## src/rtl/eth_tx_arb.sv

```systemverilog
// eth_tx_arb: round-robin arbiter granting whole frames from two sources onto the RMII transmit byte path.
// Optional byte-count watchdog with frame truncation is enabled by defining ETH_TX_ARB_WDOG_EN.
module eth_tx_arb #(
    parameter int pIFG_CYCLES = 48,
    parameter int pMAX_BYTES  = 1518
) (
    input  logic       Clk,
    input  logic       Rst,
    input  logic       Req0_Vld,
    input  logic [7:0] Req0_Data,
    input  logic       Req0_Last,
    output logic       Req0_Rdy,
    input  logic       Req1_Vld,
    input  logic [7:0] Req1_Data,
    input  logic       Req1_Last,
    output logic       Req1_Rdy,
    output logic       Tx_Vld,
    output logic [7:0] Tx_Data,
    output logic       Tx_Last,
    input  logic       Tx_Rdy,
    output logic [1:0] Grant,
    output logic       Busy,
    output logic       Abort
);
    localparam int IW = (pIFG_CYCLES > 1) ? $clog2(pIFG_CYCLES) : 1;

    if (pMAX_BYTES < 1 || pMAX_BYTES > 2047) begin : g_bad_max
        $error("pMAX_BYTES must fit the 11-bit byte counter");
    end

`ifdef ETH_TX_ARB_WDOG_EN
    typedef enum logic [1:0] {IDLE, XFER, IFG, DRAIN} state_t;
    logic [10:0] cnt_q, cnt_d;
`else
    typedef enum logic [1:0] {IDLE, XFER, IFG} state_t;
`endif
    state_t        state_q, state_d;
    logic [1:0]    grant_q, grant_d;
    logic          ptr_q, ptr_d;
    logic [IW-1:0] ifg_q, ifg_d;
    logic          sel, src_vld, src_last, src_rdy, end_frame;
    logic [7:0]    src_data;

    assign sel      = grant_q[1];
    assign src_vld  = sel ? Req1_Vld : Req0_Vld;
    assign src_data = sel ? Req1_Data : Req0_Data;
    assign src_last = sel ? Req1_Last : Req0_Last;
    assign Req0_Rdy = src_rdy & ~sel;
    assign Req1_Rdy = src_rdy & sel;
    assign Grant    = grant_q;
    assign Busy     = state_q != IDLE;

    always_comb begin
        state_d   = state_q;
        grant_d   = grant_q;
        ptr_d     = ptr_q;
        ifg_d     = ifg_q;
        Tx_Vld    = 1'b0;
        Tx_Data   = 8'h00;
        Tx_Last   = 1'b0;
        Abort     = 1'b0;
        src_rdy   = 1'b0;
        end_frame = 1'b0;
`ifdef ETH_TX_ARB_WDOG_EN
        cnt_d     = cnt_q;
`endif
        case (state_q)
            IDLE: begin
                if (Req0_Vld | Req1_Vld) begin
                    grant_d = (Req1_Vld & (~Req0_Vld | ptr_q)) ? 2'b10 : 2'b01;
                    state_d = XFER;
`ifdef ETH_TX_ARB_WDOG_EN
                    cnt_d   = 11'd0;
`endif
                end
            end
            XFER: begin
                Tx_Vld  = src_vld;
                Tx_Data = src_data;
                Tx_Last = src_last;
                src_rdy = Tx_Rdy;
                if (src_vld & Tx_Rdy) begin
`ifdef ETH_TX_ARB_WDOG_EN
                    cnt_d = (&cnt_q) ? cnt_q : cnt_q + 11'd1;
                    if (src_last) begin
                        end_frame = 1'b1;
                    end else if (cnt_q == 11'(pMAX_BYTES - 1)) begin
                        // truncate: this byte closes the frame downstream, the rest is drained
                        Tx_Last = 1'b1;
                        Abort   = 1'b1;
                        state_d = DRAIN;
                    end
`else
                    end_frame = src_last;
`endif
                end
            end
            IFG: begin
                ifg_d = ifg_q + 1'b1;
                if (ifg_q == IW'(pIFG_CYCLES - 1)) state_d = IDLE;
            end
`ifdef ETH_TX_ARB_WDOG_EN
            DRAIN: begin
                src_rdy   = 1'b1;
                end_frame = src_vld & src_last;
            end
`endif
            default: state_d = IDLE;
        endcase
        if (end_frame) begin
            grant_d = 2'b00;
            ptr_d   = ~sel;
            ifg_d   = '0;
            state_d = (pIFG_CYCLES == 0) ? IDLE : IFG;
        end
    end

    always_ff @(posedge Clk or posedge Rst) begin
        if (Rst) begin
            state_q <= IDLE;
            grant_q <= 2'b00;
            ptr_q   <= 1'b0;
            ifg_q   <= '0;
`ifdef ETH_TX_ARB_WDOG_EN
            cnt_q   <= 11'd0;
`endif
        end else begin
            state_q <= state_d;
            grant_q <= grant_d;
            ptr_q   <= ptr_d;
            ifg_q   <= ifg_d;
`ifdef ETH_TX_ARB_WDOG_EN
            cnt_q   <= cnt_d;
`endif
        end
    end
endmodule

```

## config.mk

```make
export PLATFORM = sky130hd
export DESIGN_NAME = eth_tx_arb
export DESIGN_NICKNAME = d
export VERILOG_FILES = /design/src/rtl/eth_tx_arb.sv
export SDC_FILE = /design/constraint.sdc
export NUM_CORES = 1
export LEC_CHECK = 0
export CORE_UTILIZATION = 44
export CTS_BUF_LIST = sky130_fd_sc_hd__clkbuf_8
export CTS_CLUSTER_SIZE = 40
export DETAILED_ROUTE_END_ITERATION = 8
export PLACE_DENSITY_LB_ADDON = 0.08
export SETUP_SLACK_MARGIN = 0.2
export SLEW_MARGIN = 20
export SYNTH_ARGS = -nofsm -noshare
export SYNTH_HDL_FRONTEND = slang
export SYNTH_SLANG_ARGS = --single-unit
```

## constraint.sdc

```tcl
create_clock -name Clk -period 2.7 [get_ports Clk]
set_clock_uncertainty 0.2 [all_clocks]
set_input_delay 0.27 -clock Clk [delete_from_list [all_inputs] [get_ports Clk]]
set_output_delay 0.27 -clock Clk [all_outputs]
set_load 0.02 [all_outputs]
```

==> results.cfg, run 1 <==
[global_routing]
grt_max_degree = 18
grt_pass1_vias = 689
grt_pass1_wl_mm = 2.766
antenna_found_initial = 0
grt-ovfl-total = 0
track_usage = 0.1895

[power_and_ir_drop]
vdd_drop_max_uv = 541.1
leakage_uw = 0.0005355
powerDensity_nw_per_um2 = 960.1

[floorplanning]
initial_core_util = 0.4689
die_width_um = 44.66
dieArea_um2 = 1995
boundaryPins = 39
die_h_um = 44.66
core-area_um2 = 1708
row_count = 15

[timing]
timing.final.max_slew_violations = 0
post-route-min-period_ns = 2.288
max_freq_mhz = 437.0
rsz0062_at_grt = false
setup_tns_ns = 0
finalCritPeriodShare = 0.8476
setup_viol = 0
hold_ws_ns = 0.1247
final_hold_viol_count = 0

[clocking]
clock_sinks = 11
clockBufferDepth = 2
postCtsSetupBuffers = 0
cts_hold_buffers = 0
cts_buffers = 3
htree_levels = 1
clk_pin_slew_worst_paths_ns = 0.05
cts_tree = built
cts_root_buf = clkbuf_8
insertion_delay_ns = 0.23

[detailed_routing]
route.detailed.drc = 0
routedWlPerCell_um = 11.57
routed_wl_mm = 1.713
viasPerCell = 5.020
vias = 743
drtPass1Iterations = 2
drt_iter0_drc = 14
final_antenna_net_count = 0

[layout]
final_common_cell = clkdlybuf4s50_1
final_cell_mix = clkdlybuf4s50_1 (37), nor2_1 (14), mux2i_1 (11)
fin_area_um2 = 1211
fillers = 142
num_antenna_cells = 0
area_growth_pct = 51.25
nets = 148
layout-drive-gt1-share = 0.08130

[setup_path]
crit_path_top_delay_cell = clkdlybuf4s50_1
r2r-start = Grant[1]
r2r-end = ptr_q
path_delay_family = buffers and inverters
cp-end-kind = output pin
crit_type = register to output pin
cp_cell_sequence = nand2b_2 > nor2_1 > clkdlybuf4s50_1
slowest_delay_ns = 0.62
critPathMaxFanout = 10
reg2reg_slack_ns = 1.06
critPathBufInv = 1
rr_worst_depth = 3
cp-start-kind = register
required_ns = 2.23
arrival_ns = 1.82

[status]
status = complete, no violations

[synthesis]
seq_area_frac_synth = 0.3438
synth_area_per_cell_um2 = 9.100
syn_inst = 88
ys_ff_latch = 11
synth.distinct_cells = 29
synth_area_um2 = 800.8
synth_nets = 112
yosys_warnings = 0

[place]
io_buffers = 37
place_congestion = 0.7196
place_hpwl_mm = 1.316
dpl-instance-area_um2 = 1162

[job]
cap_viol_max_count = 0

[hold_path]
hp-class = input port to asynchronous set/reset pin
timing repair:
| item | 4_1_cts | 5_1_grt |
|---|---|---|
| gates resized for setup | 0 | 2 |
| endpoints found under the hold margin | 0 | 0 |
| setup endpoints to repair | 0 | 10 |
synthesized netlist by cell type:
| master | n | area [µm²] |
|---|---|---|
| nor2_1 | 14 | 52.55 |
| dfrtp_1 | 11 | 275.3 |
| mux2i_1 | 11 | 110.1 |
| nand2_1 | 6 | 22.52 |
| inv_1 | 5 | 18.77 |
| a21oi_1 | 4 | 20.02 |
| o21ai_0 | 4 | 20.02 |
| a311oi_1 | 3 | 26.28 |
| nand3_1 | 3 | 15.01 |
| buf_2 | 2 | 10.01 |
| buf_4 | 2 | 15.01 |
| nand2b_1 | 2 | 12.51 |
| nand3b_1 | 2 | 15.01 |
| nand3b_4 | 2 | 40.04 |
| nor3_1 | 2 | 10.01 |
| or3_1 | 2 | 12.51 |
| a21oi_4 | 1 | 16.27 |
| buf_6 | 1 | 11.26 |
| clkbuf_1 | 1 | 3.750 |
| conb_1 | 1 | 3.750 |
| ha_1 | 1 | 12.51 |
| nand4b_4 | 1 | 23.77 |
| nor2b_1 | 1 | 6.260 |
| nor3b_1 | 1 | 7.510 |
| o21ba_2 | 1 | 10.01 |
| o21bai_1 | 1 | 7.510 |
| o22ai_1 | 1 | 6.260 |
| or2b_1 | 1 | 7.510 |
| xnor2_1 | 1 | 8.760 |
through the flow:
| step | instances | power [µW] | util | worst slack [ns] |
|---|---|---|---|---|
| 6_report | 148 | 1163 | 0.7092 | 0.4115 |
| 2_1_floorplan | 88 | 739.6 | - | 0.9551 |
| 3_3_place_gp | 144 | 1004 | 0.6806 | 0.5362 |
| 4_1_cts | 148 | 1174 | 0.7070 | 0.2850 |
| 3_5_place_dp | 144 | 1010 | 0.6806 | 0.5074 |
| 5_1_grt | 148 | 1247 | 0.7092 | 0.3079 |
worst max path at each step:
stage	cells past startpoint	start	slack, ns	to
2_1_floorplan	4	Grant[1]	0.96	Tx_Data[0]
3_3_place_gp	4	Req0_Vld	0.54	Tx_Vld
3_5_place_dp	4	Req0_Vld	0.51	Tx_Vld
4_1_cts	3	Grant[1]	0.29	Tx_Data[4]
5_1_grt	3	state_q[1]	0.31	Tx_Vld
6_report	3	state_q[1]	0.41	Tx_Data[3]
kinds of logic (layout without fill, tap and decap cells):
kind of cell               Yosys count  count (layout)  synth area share
AOI/OAI and AO/OA                   15              15            0.1328
buffers and inverters               11              46           0.07343
other                                1               1          0.004683
adders and majority gates            1               1           0.01562
muxes                               11              11            0.1375
and+or+nand+nor                     37              37            0.2812
DFF                                 11              11            0.3437
xor gates and xnor gates             1               1           0.01094
report_power, final:
| group | internal (µW) | switching [µW] |
|---|---|---|
| clock network | 99.3 | 55.9 |
| registers | 219 | 116 |
| logic | 352 | 321 |
| total | 671 | 492 |
cell type report:
class / instances / area [µm²] / share of cell area
clock buffer: 3 / 41.29 / 0.03409
clock inverter: 1 / 3.754 / 0.003099
inverter: 5 / 18.77 / 0.01550
multi-input combinational: 66 / 469.2 / 0.3874
sequential: 11 / 276.5 / 0.2283
tap: 25 / 31.28 / 0.02583
timing repair buffer: 37 / 370.4 / 0.3058
routing by layer:
layer  track usage  share of wire  vias to the layer above
met5             0              0                        -
met4       0.09091         0.0093                        0
met3       0.02449          0.055                        2
met2        0.3059           0.47                       29
met1        0.2494           0.46                      344
li1              -              -                      368
state kept, by name, indices dropped and copies added, names as in the netlist:
name,count
ptr_q,1
state_q,2
ifg_q,6
Grant,2
worst reg2reg max path, stage by stage (launching register included):
cell     delay [ns]
dfrtp_2        0.59
nand3_1        0.22
a21oi_4        0.32
mux2i_1        0.22
Power figures use the tool's default switching activity.
==> inputs of run 2 (changes only) <==
--- a/config.mk
+++ b/config.mk
@@ -5,7 +5,7 @@
 export SDC_FILE = /design/constraint.sdc
 export NUM_CORES = 1
 export LEC_CHECK = 0
-export CORE_UTILIZATION = 44
+export CORE_UTILIZATION = 37
 export CTS_BUF_LIST = sky130_fd_sc_hd__clkbuf_8
 export CTS_CLUSTER_SIZE = 40
 export DETAILED_ROUTE_END_ITERATION = 8
==> constraint.sdc (replaced) <==
create_clock -name Clk -period 2.1 [get_ports Clk]
set_clock_uncertainty 0.2 [all_clocks]
set_input_delay 0.21 -clock Clk [delete_from_list [all_inputs] [get_ports Clk]]
set_output_delay 0.21 -clock Clk [all_outputs]
set_load 0.02 [all_outputs]
==> run 2 against run 1 <==
Net effect: worst setup slack got worse by 0.19 ns; wire length rose by 16%; critical path type unchanged; first-iteration DRC count fell by 21%; core utilization decreased by 8.1 points.
==> results.cfg, run 2 (synthesis results as in run 1) <==
[status]
status = complete, no violations

[setup_path]
critPathMaxFanout = 10
slowest_delay_ns = 0.50
cp_cell_sequence = nand2b_2 > nor2_1 > dlygate4sd2_1
reg2reg_slack_ns = 0.48
cp-start-kind = register
crit_path_top_delay_cell = dfrtp_1
arrival_ns = 1.47
required_ns = 1.69
cp-end-kind = output pin
r2r-end = ifg_q[5]
rr_worst_depth = 4
r2r-start = state_q[0]
crit_type = register to output pin

[timing]
timing.final.max_slew_violations = 0
setup_viol = 0
setup_tns_ns = 0
finalCritPeriodShare = 0.8958
hold_ws_ns = 0.07004
worst_slack_ns = 0.2188
final_hold_viol_count = 0
post-route-min-period_ns = 1.881
rsz0062_at_grt = true
max_freq_mhz = 531.6

[clocking]
htree_levels = 1
postCtsResizedCells = 13
postCtsSetupBuffers = 0
cts_tree = built
clk_pin_slew_worst_paths_ns = 0.05
cts_root_buf = clkbuf_8
insertion_delay_ns = 0.24
clockBufferDepth = 2
clock_sinks = 11
cts_buffers = 3
cts_hold_buffers = 0

[layout]
final_common_cell = clkdlybuf4s50_1
final_cell_mix = clkdlybuf4s50_1 (24), nor2_1 (13), dlygate4sd2_1 (12)
multiInputGateArea_um2 = 476.7
nets = 153
area_growth_pct = 57.03
layout-drive-gt1-share = 0.1172
fillers = 183
largest_register_ffs = 6
seqCellArea_um2 = 275.3
finalCoreUtilization = 0.6281
regMostFlops = ifg_q
num_antenna_cells = 0

[detailed_routing]
drtPass1Iterations = 4
vias = 782
route.detailed.drc = 0
drt_iter0_drc = 11
routedWlPerCell_um = 12.84
routed_wl_mm = 1.990
viasPerCell = 5.045
final_antenna_net_count = 0

[place]
dp_worst_setup_slack_ns = 0.1071
place_hpwl_mm = 1.569
place_congestion = 0.7383
io_buffers = 37

[power_and_ir_drop]
p_sw_frac = 0.4448
pwr-share-comb = 0.626
vdd_drop_max_uv = 619.3
p_switching_uw = 672.2
powerDensity_nw_per_um2 = 1202
p_clk_frac = 0.138
leakage_uw = 0.0006009
p_seq_frac = 0.236
power_uw = 1511
p_int_uw = 839.1

[floorplanning]
initial_core_util = 0.4000
row_count = 16
boundaryPins = 39
core-area_um2 = 2002
die_h_um = 48.52
dieArea_um2 = 2354
die_width_um = 48.52

[global_routing]
grt_max_degree = 18
track_usage = 0.1875
antenna_found_initial = 0
grt_pass1_wl_mm = 3.429
grt-ovfl-total = 0
grt_pass1_vias = 807

[job]
cap_viol_max_count = 0

[hold_path]
hp-class = input port to asynchronous set/reset pin
[run 2: per-stage QoR]
step	area, µm²	instances
after floorplan	800.8	88
after global placement	1215	151
after detailed placement	1215	151
after CTS	1247	155
after global routing	1257	155
final	1257	155
[run 2: power groups by stage]
stage | clock, µW | combinational (µW) | sequential (µW)
6_report | 209 | 945 | 357
3_5_place_dp | 0 | 1030 | 351
4_1_cts | 210 | 953 | 350
5_1_grt | 212 | 1030 | 367
3_3_place_gp | 0 | 1020 | 349
2_1_floorplan | 0 | 601 | 350
[run 2: layout make-up]
class                   instances  area share
inverters                       5     0.01493
clock inverters                 1    0.002985
repair buffers                 42      0.3244
multi-input cells              66      0.3791
clock buffers                   3     0.03284
flip-flops and latches         11      0.2189
well taps                      27     0.02687
[run 2: worst max-delay path, delay by kind of cell, from the launching register on]
kind / cells / cell delay [ns]
flip-flops: 1 / 0.50
AND/OR/NAND/NOR: 2 / 0.38
buffers and inverters: 1 / 0.35
[run 2: how the worst max path moves through the flow]
stage	start	endpoint	slack (ns)	cells past startpoint
after floorplan	Grant[1]	Tx_Data[0]	0.42	4
after detailed placement	Tx_Rdy	Req1_Rdy	0.11	4
after global routing	state_q[0]	Tx_Vld	0.14	3
final	state_q[0]	Tx_Vld	0.22	3
after global placement	Tx_Rdy	Req1_Rdy	0.15	4
after CTS	state_q[1]	Busy	-0.004	4
[run 2: per-layer routing]
layer / up-vias / GRT usage / routed length [µm]
met5: - / 0 / 0
met4: 0 / 0.1029 / 47
met3: 5 / 0.03459 / 163
met2: 41 / 0.2981 / 848
met1: 351 / 0.2393 / 930
li1: 385 / - / -
==> patch 1 (flow settings as in run 1) <==
The parameter `pIFG_CYCLES` goes from 48 to 96.
--- a/src/rtl/eth_tx_arb.sv
+++ b/src/rtl/eth_tx_arb.sv
@@ -3,3 +3,3 @@
 module eth_tx_arb #(
-    parameter int pIFG_CYCLES = 48,
+    parameter int pIFG_CYCLES = 96,
     parameter int pMAX_BYTES  = 1518
Check against the original RTL: no difference found for any inputs over 10 cycles, from zero or initial values and one cycle with Rst high; that may be too few to reach the edited logic, so the function may still have changed.
==> patch 1 against run 1 <==
  * Wire length increased by 20%
  * Worst setup slack got worse by 0.067 ns
  * Die area increased by 3.9%
  * Non-clock buffer count increased by 1
  * Area after synthesis increased by 4.1%
  * Sequential cell count increased by 1
  * Cell area increased by 3.9%
  * Fmax decreased by 2.8%
  * First-iteration DRC count decreased by 7.1%
  * Total power increased by 3.2%
  * Final cell count increased by 5.4%
  * Critical endpoint unchanged
  * Largest cell class unchanged
  * Highest routed layer unchanged
==> patch 1: results (changes against run 1) <==
synth top area cells - dfrtp_1 (36%), mux2i_1 (12%), nor2_1 (5.9%)
Tapcells - 25 (unchanged)
vias in the first global route - 702 (+1.9%)
DRT Pass-1 Iters - 4 (+2)
Reg area - 302 um^2 (+9.0%)
placed cell count - 153 (+6.3%)
synth cell count leaders - nor2_1 (13), dfrtp_1 (12), mux2i_1 (10), inv_1 (6)
Final #Nets - 157 (+6.1%)
Crit path arrival time - 1.89 ns (+0.07 ns)
Avg Inst Size Synth - 8.77 um^2 (-3.6%)
post-synthesis adder-cell area fraction - 1.50% (-0.061 points)
Crit Path Max Fanout - 15 (+5)
first-pass GRT wire length - 3100 um (+12%)
Synthesized Nets - 119 (+6.3%)
critical path's slowest cell - dfrtp_1
Lkg Pwr - 0.503 nW (-6.0%)
signal buffers share of area - 30.0% (-0.56 points)
multi-input combinational area share - 38.5% (-0.27 points)
PwrDens - 953 mW/mm^2 (-0.71%)
largest net degree at the start of global routing - 16 (-2)
gr usage total - 21.3% (+2.4 points)
fin area - 0.00126 mm^2 (+3.9%)
slowest cell delay on critical path - 0.76 ns (+0.14 ns)
Non-clock buffers - 38 (+2.7%)
Inverters, non-clock - 6 (+1)
mux share of post-synthesis cell area - 13.4% (-0.39 points)
FF+latch count - 12 (+1)
Net Sw Power - 0.503 mW (+2.2%)
Detail Placement HPWL - 1540 um (+17%)
drt initial violations - 13 (-1)
peak supply drop - 0.633 mV (+17%)
run status - completed
CP top delay family - flip-flops
via count - 812 (+9.3%)
ClkCell Share - 3.28% (-0.44 points)
CTS root buffer - clkbuf_8
max FFs per register - 7 (+1)
vias per inst - 5.21 (+3.7%)
share of cells above drive strength 1 - 7.63% (-0.50 points)
P_seq - 0.345 mW (+3%)
Fill cells - 150 (+5.6%)
Synth Area in XOR/XNOR - 3.15% (+2.1 points)
Compound-Gate Fraction of Synth Area - 15.8% (+2.5 points)
## patch 1: changes by cell type after synthesis, moves of 2 or more
cell and delta:
nand2_1 -2, nand4b_1 +2, a311oi_1 -3, xnor2_1 +2
nand3b_4 -2, nand2b_1 +3, o2bb2ai_1 +2
## patch 1: worst paths after layout
kind,endpoint,start,slack (ns)
max,Tx_Data[3],Grant[1],0.34
min,ifg_q[0],Rst,0.14
max in group asynchronous,state_q[0],Rst,1.83
min reg2reg,ptr_q,ptr_q,0.33
min in group Clk,ptr_q,ptr_q,0.33
max reg2reg,Grant[1],Grant[1],0.85
## patch 1: per-layer routing
metal  up-vias  global-route usage (%)  part of all wire, %
li1        404                       -                    -
met2        36                    34.6                   45
met4         0                    10.9                  1.5
met3         4                    4.76                  9.4
met1       368                    26.4                   44
met5         -                       0                    0
## patch 1: repair_timing
| action | 4_1_cts | 5_1_grt |
|---|---|---|
| resized for setup | 0 | 1 |
| hold buffers | 0 | 0 |
| endpoints found under the setup margin | 0 | 10 |
==> patch 2 (flow settings as in run 1) <==
Made on the original files. The 3 states of `state_t` get a one-hot encoding in 3 bits.
--- a/src/rtl/eth_tx_arb.sv
+++ b/src/rtl/eth_tx_arb.sv
@@ -34,3 +34,3 @@
 `else
-    typedef enum logic [1:0] {IDLE, XFER, IFG} state_t;
+    typedef enum logic [2:0] {IDLE = 3'b001, XFER = 3'b010, IFG = 3'b100} state_t;
 `endif
Formal check against the unedited RTL: same outputs for any inputs over 10 cycles, from zero or initial values and one cycle with Rst high; not proved beyond that.
==> patch 2 against run 1 <==
  * Cell area increased by 0.93%
  * Sequential cell count increased by 1
  * Area after synthesis decreased by 0.47%
  * Fmax decreased by 2.7%
  * Worst setup slack got worse by 0.064 ns
  * Count of clock-buffer cells in the layout unchanged
  * Sequential power increased by 14%
  * Wire length increased by 8.9%
  * Total power decreased by 6.5%
  * Critical path depth unchanged
  * Utilization increased by 0.66 points
  * Largest cell class unchanged
  * Highest routed layer unchanged
==> patch 2: results (changes against run 1) <==
Avg Inst Size Synth - 9.16 um^2 (+0.68%)
drt wl/cell - 12.6 um (+8.9%)
largest net degree at the start of global routing - 16 (-2)
Pint - 0.667 mW (-0.53%)
DRT Pass-1 Iters - 4 (+2)
synth cell count leaders - nor2_1 (15), dfrtp_1 (11), mux2i_1 (11), o21ai_0 (6)
drt initial violations - 7 (-7)
synth top area cells - dfrtp_1 (35%), mux2i_1 (14%), nor2_1 (7.1%)
critical path's slowest cell - dfrtp_1
post-synthesis adder-cell area fraction - 1.57% (+0.0074 points)
highest routed layer - met4
CTS root buffer - clkbuf_8
vias per inst - 5.07 (+1.1%)
Distinct cells, synth - 35 (+21%)
Detail Placement HPWL - 1350 um (+2.7%)
routed wl met2 - 842 um (+4.1%)
met2 Track Usage GR - 32.4% (+1.8 points)
met3 Track Usage GR - 4.49% (+2.0 points)
slowest cell delay on critical path - 0.75 ns (+0.13 ns)
CTS buffer count - 3 (unchanged)
Clock group - 0.160 mW (+3%)
met1 usage - 22.6% (-2.3 points)
WL met3 - 207 um (+120%)
PostCTS Resize Cnt - 0 (unchanged)
share of cells above drive strength 1 - 11.4% (+3.3 points)
Synthesized Nets - 111 (-0.89%)
Post-synth ARST share - 100% (unchanged)
vias in the first global route - 686 (-0.44%)
peak supply drop - 0.710 mV (+31%)
P_seq - 0.381 mW (+14%)
Met1 Wirelength - 794 um (+0.38%)
Post-DP Area - 0.00117 mm^2 (+0.86%)
placed cell count - 144 (unchanged)
first-pass GRT wire length - 2840 um (+2.5%)
Synth Area in XOR/XNOR - 1.10% (+0.0052 points)
Seq/Total Area, Yosys - 37.8% (+3.5 points)
gpl congestion - 0.703 (-2.3%)
n_diodes - 0 (unchanged)
Net Sw Power - 0.420 mW (-15%)
Crit path arrival time - 1.88 ns (+0.06 ns)
mux share of post-synthesis cell area - 16.6% (+2.9 points)
Compound-Gate Fraction of Synth Area - 14.9% (+1.6 points)
Lkg Pwr - 0.534 nW (-0.26%)
Crit Path Max Fanout - 15 (+5)
run status - completed
worst slack, placed - 0.481 ns (-0.0261 ns)
gr usage total - 19.3% (+0.30 points)
Biggest register - ifg_q
patch 2: worst max-delay path, delay by kind of cell (launching register included):
family                 cells  cell delay (ns)
DFF                        1             0.75
and+or+nand+nor            1             0.13
buffers and inverters      2             0.76
patch 2: path summary, 6_finish.rpt:
| check | start | to | slack (ns) | depth (start not counted) |
|---|---|---|---|---|
| min in group Clk | ptr_q | ptr_q | 0.32 | 1 |
| setup reg to reg | Grant[1] | ptr_q | 0.75 | 4 |
| hold reg to reg | ptr_q | ptr_q | 0.32 | 1 |
| setup / recovery | Grant[1] | Req1_Rdy | 0.35 | 3 |
| hold / removal | Rst | ifg_q[0] | 0.14 | 2 |
| max in group asynchronous | Rst | state_q[0] | 1.83 | 2 |
patch 2: cell type report:
cell class                 count  area, um^2
timing repair buffer          38         380
multi-input combinational     65         449
inverter                       4        15.0
tap                           25        31.3
clock buffer                   3        41.3
fill                         143         485
sequential                    12         302
clock inverter                 1        3.75
